===== src/rtl/vga_timing_gen.sv =====
// vga_timing_gen: parametrised VGA raster timing generator.
// Derives a pixel-rate enable from normalCLK, runs the horizontal and vertical
// position counters, and decodes sync, blanking and line/frame strobes.
// The decoded outputs are registered from the next-state counter values, so
// they always match the HControl/VControl values presented with them.

module vga_timing_gen #(
  parameter int CNT_W     = 16,
  parameter int H_VISIBLE = 640,
  parameter int H_FRONT   = 16,
  parameter int H_SYNC    = 96,
  parameter int H_BACK    = 48,
  parameter int V_VISIBLE = 480,
  parameter int V_FRONT   = 10,
  parameter int V_SYNC    = 2,
  parameter int V_BACK    = 33,
  parameter bit HSYNC_POL = 1'b0,
  parameter bit VSYNC_POL = 1'b0,
  parameter int CLK_DIV   = 1,
  parameter int FRAME_W   = 8
) (
  input  logic               normalCLK,
  input  logic               resetN,
  input  logic               enable,
  output logic               pixel_tick,
  output logic [CNT_W-1:0]   HControl,
  output logic [CNT_W-1:0]   VControl,
  output logic               hsync,
  output logic               vsync,
  output logic               video_on,
  output logic               line_start,
  output logic               frame_start,
  output logic [FRAME_W-1:0] frame_count
);

  localparam int H_TOTAL = H_VISIBLE + H_FRONT + H_SYNC + H_BACK;
  localparam int V_TOTAL = V_VISIBLE + V_FRONT + V_SYNC + V_BACK;
  localparam int DIV_W   = (CLK_DIV > 1) ? $clog2(CLK_DIV) : 1;

  // Reject geometry that cannot be represented or makes no sense
  if (CLK_DIV < 1 || H_VISIBLE < 1 || H_FRONT < 1 || H_SYNC < 1 || H_BACK < 1 ||
      V_VISIBLE < 1 || V_FRONT < 1 || V_SYNC < 1 || V_BACK < 1) begin : g_bad_geometry
    $error("vga_timing_gen: CLK_DIV and every porch/sync/visible width must be >= 1");
  end
  if (longint'(H_TOTAL) > (longint'(1) << CNT_W) ||
      longint'(V_TOTAL) > (longint'(1) << CNT_W)) begin : g_bad_width
    $error("vga_timing_gen: H_TOTAL/V_TOTAL do not fit in CNT_W bits");
  end

  localparam logic [DIV_W-1:0] DIV_LAST     = DIV_W'(CLK_DIV - 1);
  localparam logic [CNT_W-1:0] H_LAST       = CNT_W'(H_TOTAL - 1);
  localparam logic [CNT_W-1:0] V_LAST       = CNT_W'(V_TOTAL - 1);
  localparam logic [CNT_W-1:0] H_VIS        = CNT_W'(H_VISIBLE);
  localparam logic [CNT_W-1:0] V_VIS        = CNT_W'(V_VISIBLE);
  localparam logic [CNT_W-1:0] H_SYNC_FIRST = CNT_W'(H_VISIBLE + H_FRONT);
  localparam logic [CNT_W-1:0] H_SYNC_LAST  = CNT_W'(H_VISIBLE + H_FRONT + H_SYNC - 1);
  localparam logic [CNT_W-1:0] V_SYNC_FIRST = CNT_W'(V_VISIBLE + V_FRONT);
  localparam logic [CNT_W-1:0] V_SYNC_LAST  = CNT_W'(V_VISIBLE + V_FRONT + V_SYNC - 1);

  logic [DIV_W-1:0] div_q;
  logic             advance;
  logic             h_wrap;
  logic             v_wrap;
  logic [CNT_W-1:0] h_next;
  logic [CNT_W-1:0] v_next;

  assign advance = enable && (div_q == DIV_LAST);
  assign h_wrap  = (HControl == H_LAST);
  assign v_wrap  = (VControl == V_LAST);

  // Next raster position: step one pixel on advance, V steps only at the H wrap
  always_comb begin
    // NOTE: defaults first so every path assigns both outputs and no latch is inferred.
    h_next = HControl;
    v_next = VControl;
    if (advance) begin
      h_next = h_wrap ? '0 : HControl + CNT_W'(1);
      if (h_wrap) begin
        v_next = v_wrap ? '0 : VControl + CNT_W'(1);
      end
    end
  end

  // Pixel-clock divider; pixel_tick marks the cycle after each pixel advance
  always_ff @(posedge normalCLK or negedge resetN) begin
    // NOTE: state registers use non-blocking assignments so every flop samples pre-edge values.
    if (!resetN) begin
      div_q      <= '0;
      pixel_tick <= 1'b0;
    end else begin
      pixel_tick <= advance;
      if (enable) begin
        div_q <= (div_q == DIV_LAST) ? '0 : div_q + DIV_W'(1);
      end
    end
  end

  // Raster position counters
  always_ff @(posedge normalCLK or negedge resetN) begin
    if (!resetN) begin
      HControl <= '0;
      VControl <= '0;
    end else begin
      HControl <= h_next;
      VControl <= v_next;
    end
  end

  // Sync and blanking decode from the next position, aligned with the counters
  always_ff @(posedge normalCLK or negedge resetN) begin
    if (!resetN) begin
      hsync    <= ~HSYNC_POL;
      vsync    <= ~VSYNC_POL;
      video_on <= 1'b1;
    end else begin
      hsync    <= (h_next >= H_SYNC_FIRST && h_next <= H_SYNC_LAST) ? HSYNC_POL : ~HSYNC_POL;
      vsync    <= (v_next >= V_SYNC_FIRST && v_next <= V_SYNC_LAST) ? VSYNC_POL : ~VSYNC_POL;
      video_on <= (h_next < H_VIS) && (v_next < V_VIS);
    end
  end

  // Line/frame strobes last one pixel period; frame counter bumps on entry to (0,0)
  always_ff @(posedge normalCLK or negedge resetN) begin
    if (!resetN) begin
      line_start  <= 1'b0;
      frame_start <= 1'b0;
      frame_count <= '0;
    end else if (advance) begin
      line_start  <= h_wrap;
      frame_start <= h_wrap && v_wrap;
      if (h_wrap && v_wrap) begin
        frame_count <= frame_count + FRAME_W'(1);
      end
    end
  end

endmodule


===== config.mk =====
export PLATFORM = sky130hd
export DESIGN_NAME = vga_timing_gen
export DESIGN_NICKNAME = d
export VERILOG_FILES = /design/src/rtl/vga_timing_gen.sv
export SDC_FILE = /design/constraint.sdc
export NUM_CORES = 1
export LEC_CHECK = 0
export BUFFER_PORTS_ARGS = -buffer_cell sky130_fd_sc_hd__buf_2
export CAP_MARGIN = 20
export CORE_MARGIN = 3
export CORE_UTILIZATION = 40
export CTS_CLUSTER_DIAMETER = 120
export DETAILED_ROUTE_END_ITERATION = 10
export PLACE_DENSITY = 0.7
export SLEW_MARGIN = 20
export SYNTH_ARGS = -nofsm -noshare
export SYNTH_HDL_FRONTEND = slang
export SYNTH_SLANG_ARGS = --single-unit

===== constraint.sdc =====
create_clock -name normalCLK -period 3.4 [get_ports normalCLK]
set_input_delay 0.51 -clock normalCLK [delete_from_list [all_inputs] [get_ports normalCLK]]
set_output_delay 0.51 -clock normalCLK [all_outputs]
set_load 0.01 [all_outputs]

==> summary.md <==
| Metric | Value |
|---|---|
| Status | completed |
| TritonCTS sink count | 46 |
| Initial antenna violation count | 0 |
| Skew-Pair Late Insertion Delay | 0.30 ns |
| Async S/R FF share, synth | 100% |
| Commonest cells post-synth | dfrtp_1 (43), nand2_1 (20), nor2_1 (16), xnor2_1 (15), xor2_1 (13) |
| Slew @ Worst Pin | 0.587 ns |
| Worst-path maximum fanout | 15 |
| Worst vdd ir | 0.270 mV |
| Final net count | 295 |
| Resize count post-CTS | 0 |
| Final WL | 5550 µm |
| Final ANT Viol Nets | 0 |
| H-tree levels | 2 |
| Die height | 83.7 µm |
| Min-delay worst type | input pin to async pin |
| Cell Rows | 27 |
| Ports | 49 |
| Post-Syn Area per Cell | 10.1 µm² |
| Crit Reg-Reg Startpoint | HControl[5]$_DFF_PN0_ |
| Root buffer cell | clkbuf_8 |
| Maximum buffer depth of the clock tree | 2 |
| Total Die Area | 7010 µm² |
| DRT iter0 DRCs | 168 |
| N_diodes | 0 |
| GRT Util Overall | between 15 and 20% |
| Setup TNS | 0 ns |
| Final hold violation count | 0 |
| Num CTS Buffers | 5 |
| Most common cell in the netlist | dfrtp_1 |
| Ys flop type | dfrtp_1 |
| Yosys reg bits | 46 |
| Final Cycle Share | 87.7% |
| YS warnings | 0 |
| Overflow after GRT | 0 |
| Max-Cap Viols | 0 |
| Vias per cell | approximately 5.6 |
| Reg clk slew, reported paths | 0.09 ns |
| Highest Clock Rate | 335 MHz |
| DR vias | 2026 |
| Internal reg-to-reg setup slack | 0.42 ns |
| Post-route insts no fill | 361 |
| GP Congestion | 0.806 |
| Post-synth EDFFs | 0 |
| Cell Count Post-Placement | 353 |
| Yosys cell types | 45 |
| Post-synth top area cell | dfrtp_1 |
| First-pass detailed-route iteration total | 4 |
| Setup violations, final | 0 |
| Mapped Nets | 245 |
| Power per cell area | 417 nW/µm² |
| Setup bufs post-CTS | 0 |
| Leak | 1.35 nW |
| Residual DRC count | 0 |
| Final HPWL DP | 4040 µm |
| WL/cell | roughly 15 µm |
| Fraction of layout cells with a size suffix above 1 | 25.3% |
| Critical Path Start Type | flip-flop |
| P&R area growth vs syn | 17.0% |
| Crit. End Element | flip-flop |
| Max-slew headroom | between 60 and 70% |
| WP data arrival | 3.21 ns |
| Critical path class | flip-flop to flip-flop |
| Required time of the critical path | 3.63 ns |
| Number of hold buffers added after CTS | 0 |
| Post-Syn Area | 2410 µm² |
| Worst clock skew | 0.0101 ns |
| Pins Over Slew Limit | 0 |
| Reg-to-Reg End | vsync$_DFF_PN1_ |
| Vias in the first global route | 1952 |
| R2r worst-path depth | 6 |
| Period minus WS final | 2.98 ns |
| Core area | 5680 µm² |
| Initial core utilization | 42.5% |
| Die W | approximately 84 µm |
| Synthesized instance count | 238 |
| Sequential-to-total area share from yosys stat | between 40% and 50% |
| First-pass GRT wire length | slightly below 10000 µm |
| # port buffers | 48 |
| Largest cells by area after synthesis | dfrtp_1 (45%), xnor2_1 (5.4%), xor2_1 (4.7%) |
| Largest net degree at the start of global routing | 47 |
| Post-synth top area share | 44.6% |
| CTS tree | built |
| Unrepaired setup endpoints after global routing | no |
## logic make-up (layout without fill, tap and decap cells)
family                   Yosys count  count (layout)  synth area share [%]
AND/OR/NAND/NOR                  107             107                  26.7
buffers and inverters             18              69                  3.01
XOR/XNOR                          28              28                  10.2
AO/OA/AOI/OAI                     31              31                  8.55
adder cells (fa/ha/maj)            4               4                  2.07
multiplexers                       4               4                  1.71
flip-flops                        46              46                  47.8
## worst max-delay path by stage
stage                 endpoint  slack (ns)  cells after the start                    from
3_5_place_dp   vsync$_DFF_PN1_        0.43                      6  HControl[12]$_DFF_PN0_
3_3_place_gp   hsync$_DFF_PN1_        0.48                      7                  enable
4_1_cts        vsync$_DFF_PN1_        0.41                      6   HControl[5]$_DFF_PN0_
5_1_grt        vsync$_DFF_PN1_        0.21                      6   HControl[5]$_DFF_PN0_
2_1_floorplan  hsync$_DFF_PN1_        0.67                      8                  enable
6_report       vsync$_DFF_PN1_        0.42                      6   HControl[5]$_DFF_PN0_
## cells in the final DEF (no fill, tap or decap), types with 2 or more instances in the layout
cell type and n:
xnor2_1 15, nand4_1 12, inv_1 10, buf_4 4, o41ai_1 2, and4_1 3
nor4_1 5, nor2_1 16, ha_1 4, nor3_1 6, nand2_1 20, clkbuf_8 5
a22o_1 2, o31ai_1 2, buf_2 47, mux2i_1 3, o21ai_0 12, or4_1 7
nor4_2 3, or3_1 7, a21oi_1 6, a21o_1 2, xor2_1 13, nand3_1 11
dfstp_2 3, or2_2 2, nand4b_1 3, dfrtp_1 43
## sequential cells by signal, summed over array words and instances, names as in the netlist
signal	count
HControl	16
VControl	16
frame_count	8
frame_start	1
hsync	1
line_start	1
pixel_tick	1
video_on	1
vsync	1
## routing by layer
| metal | GRT usage, % | part of all wire (%) |
|---|---|---|
| met4 | 5.26 | 0.94 |
| met2 | 25.6 | 45 |
| met1 | 23.9 | 48 |
| met5 | 0 | 0 |
| met3 | 3.16 | 5.5 |
## cell type report
class                      count  area (µm²)
fill                         558        2850
multi-input combinational    174        1190
sequential                    46        1150
timing repair buffer          51         265
tap                           72        90.1
clock buffer                   5        68.8
inverter                      10        37.5
clock inverter                 3        21.3
## stage by stage
stage	hold slack, ns	utilization [%]	cell area (µm²)	power, mW	setup WS, ns
floorplan	0.214	-	2410	0.769	0.669
global placement	0.451	48.1	2730	0.849	0.480
detailed placement	0.467	48.1	2730	0.857	0.427
CTS	0.396	49.7	2820	1.20	0.405
global route	0.246	49.8	2830	1.26	0.206
finish	0.198	49.8	2830	1.18	0.417
## worst max-delay path, stage by stage (launching register included)
cell	delay, ns
dfrtp_1	0.44
or4_1	0.58
or4_1	0.76
or3_1	0.46
a221o_1	0.36
nor4b_2	0.22
nand3_1	0.10
## power by group
| part | internal, mW | total, mW | switching, mW |
|---|---|---|---|
| clock | 0.145 | 0.337 | 0.192 |
| sequential | 0.589 | 0.644 | 0.0551 |
| combinational | 0.0853 | 0.198 | 0.113 |
No activity file was read; power rests on OpenSTA's default activity.
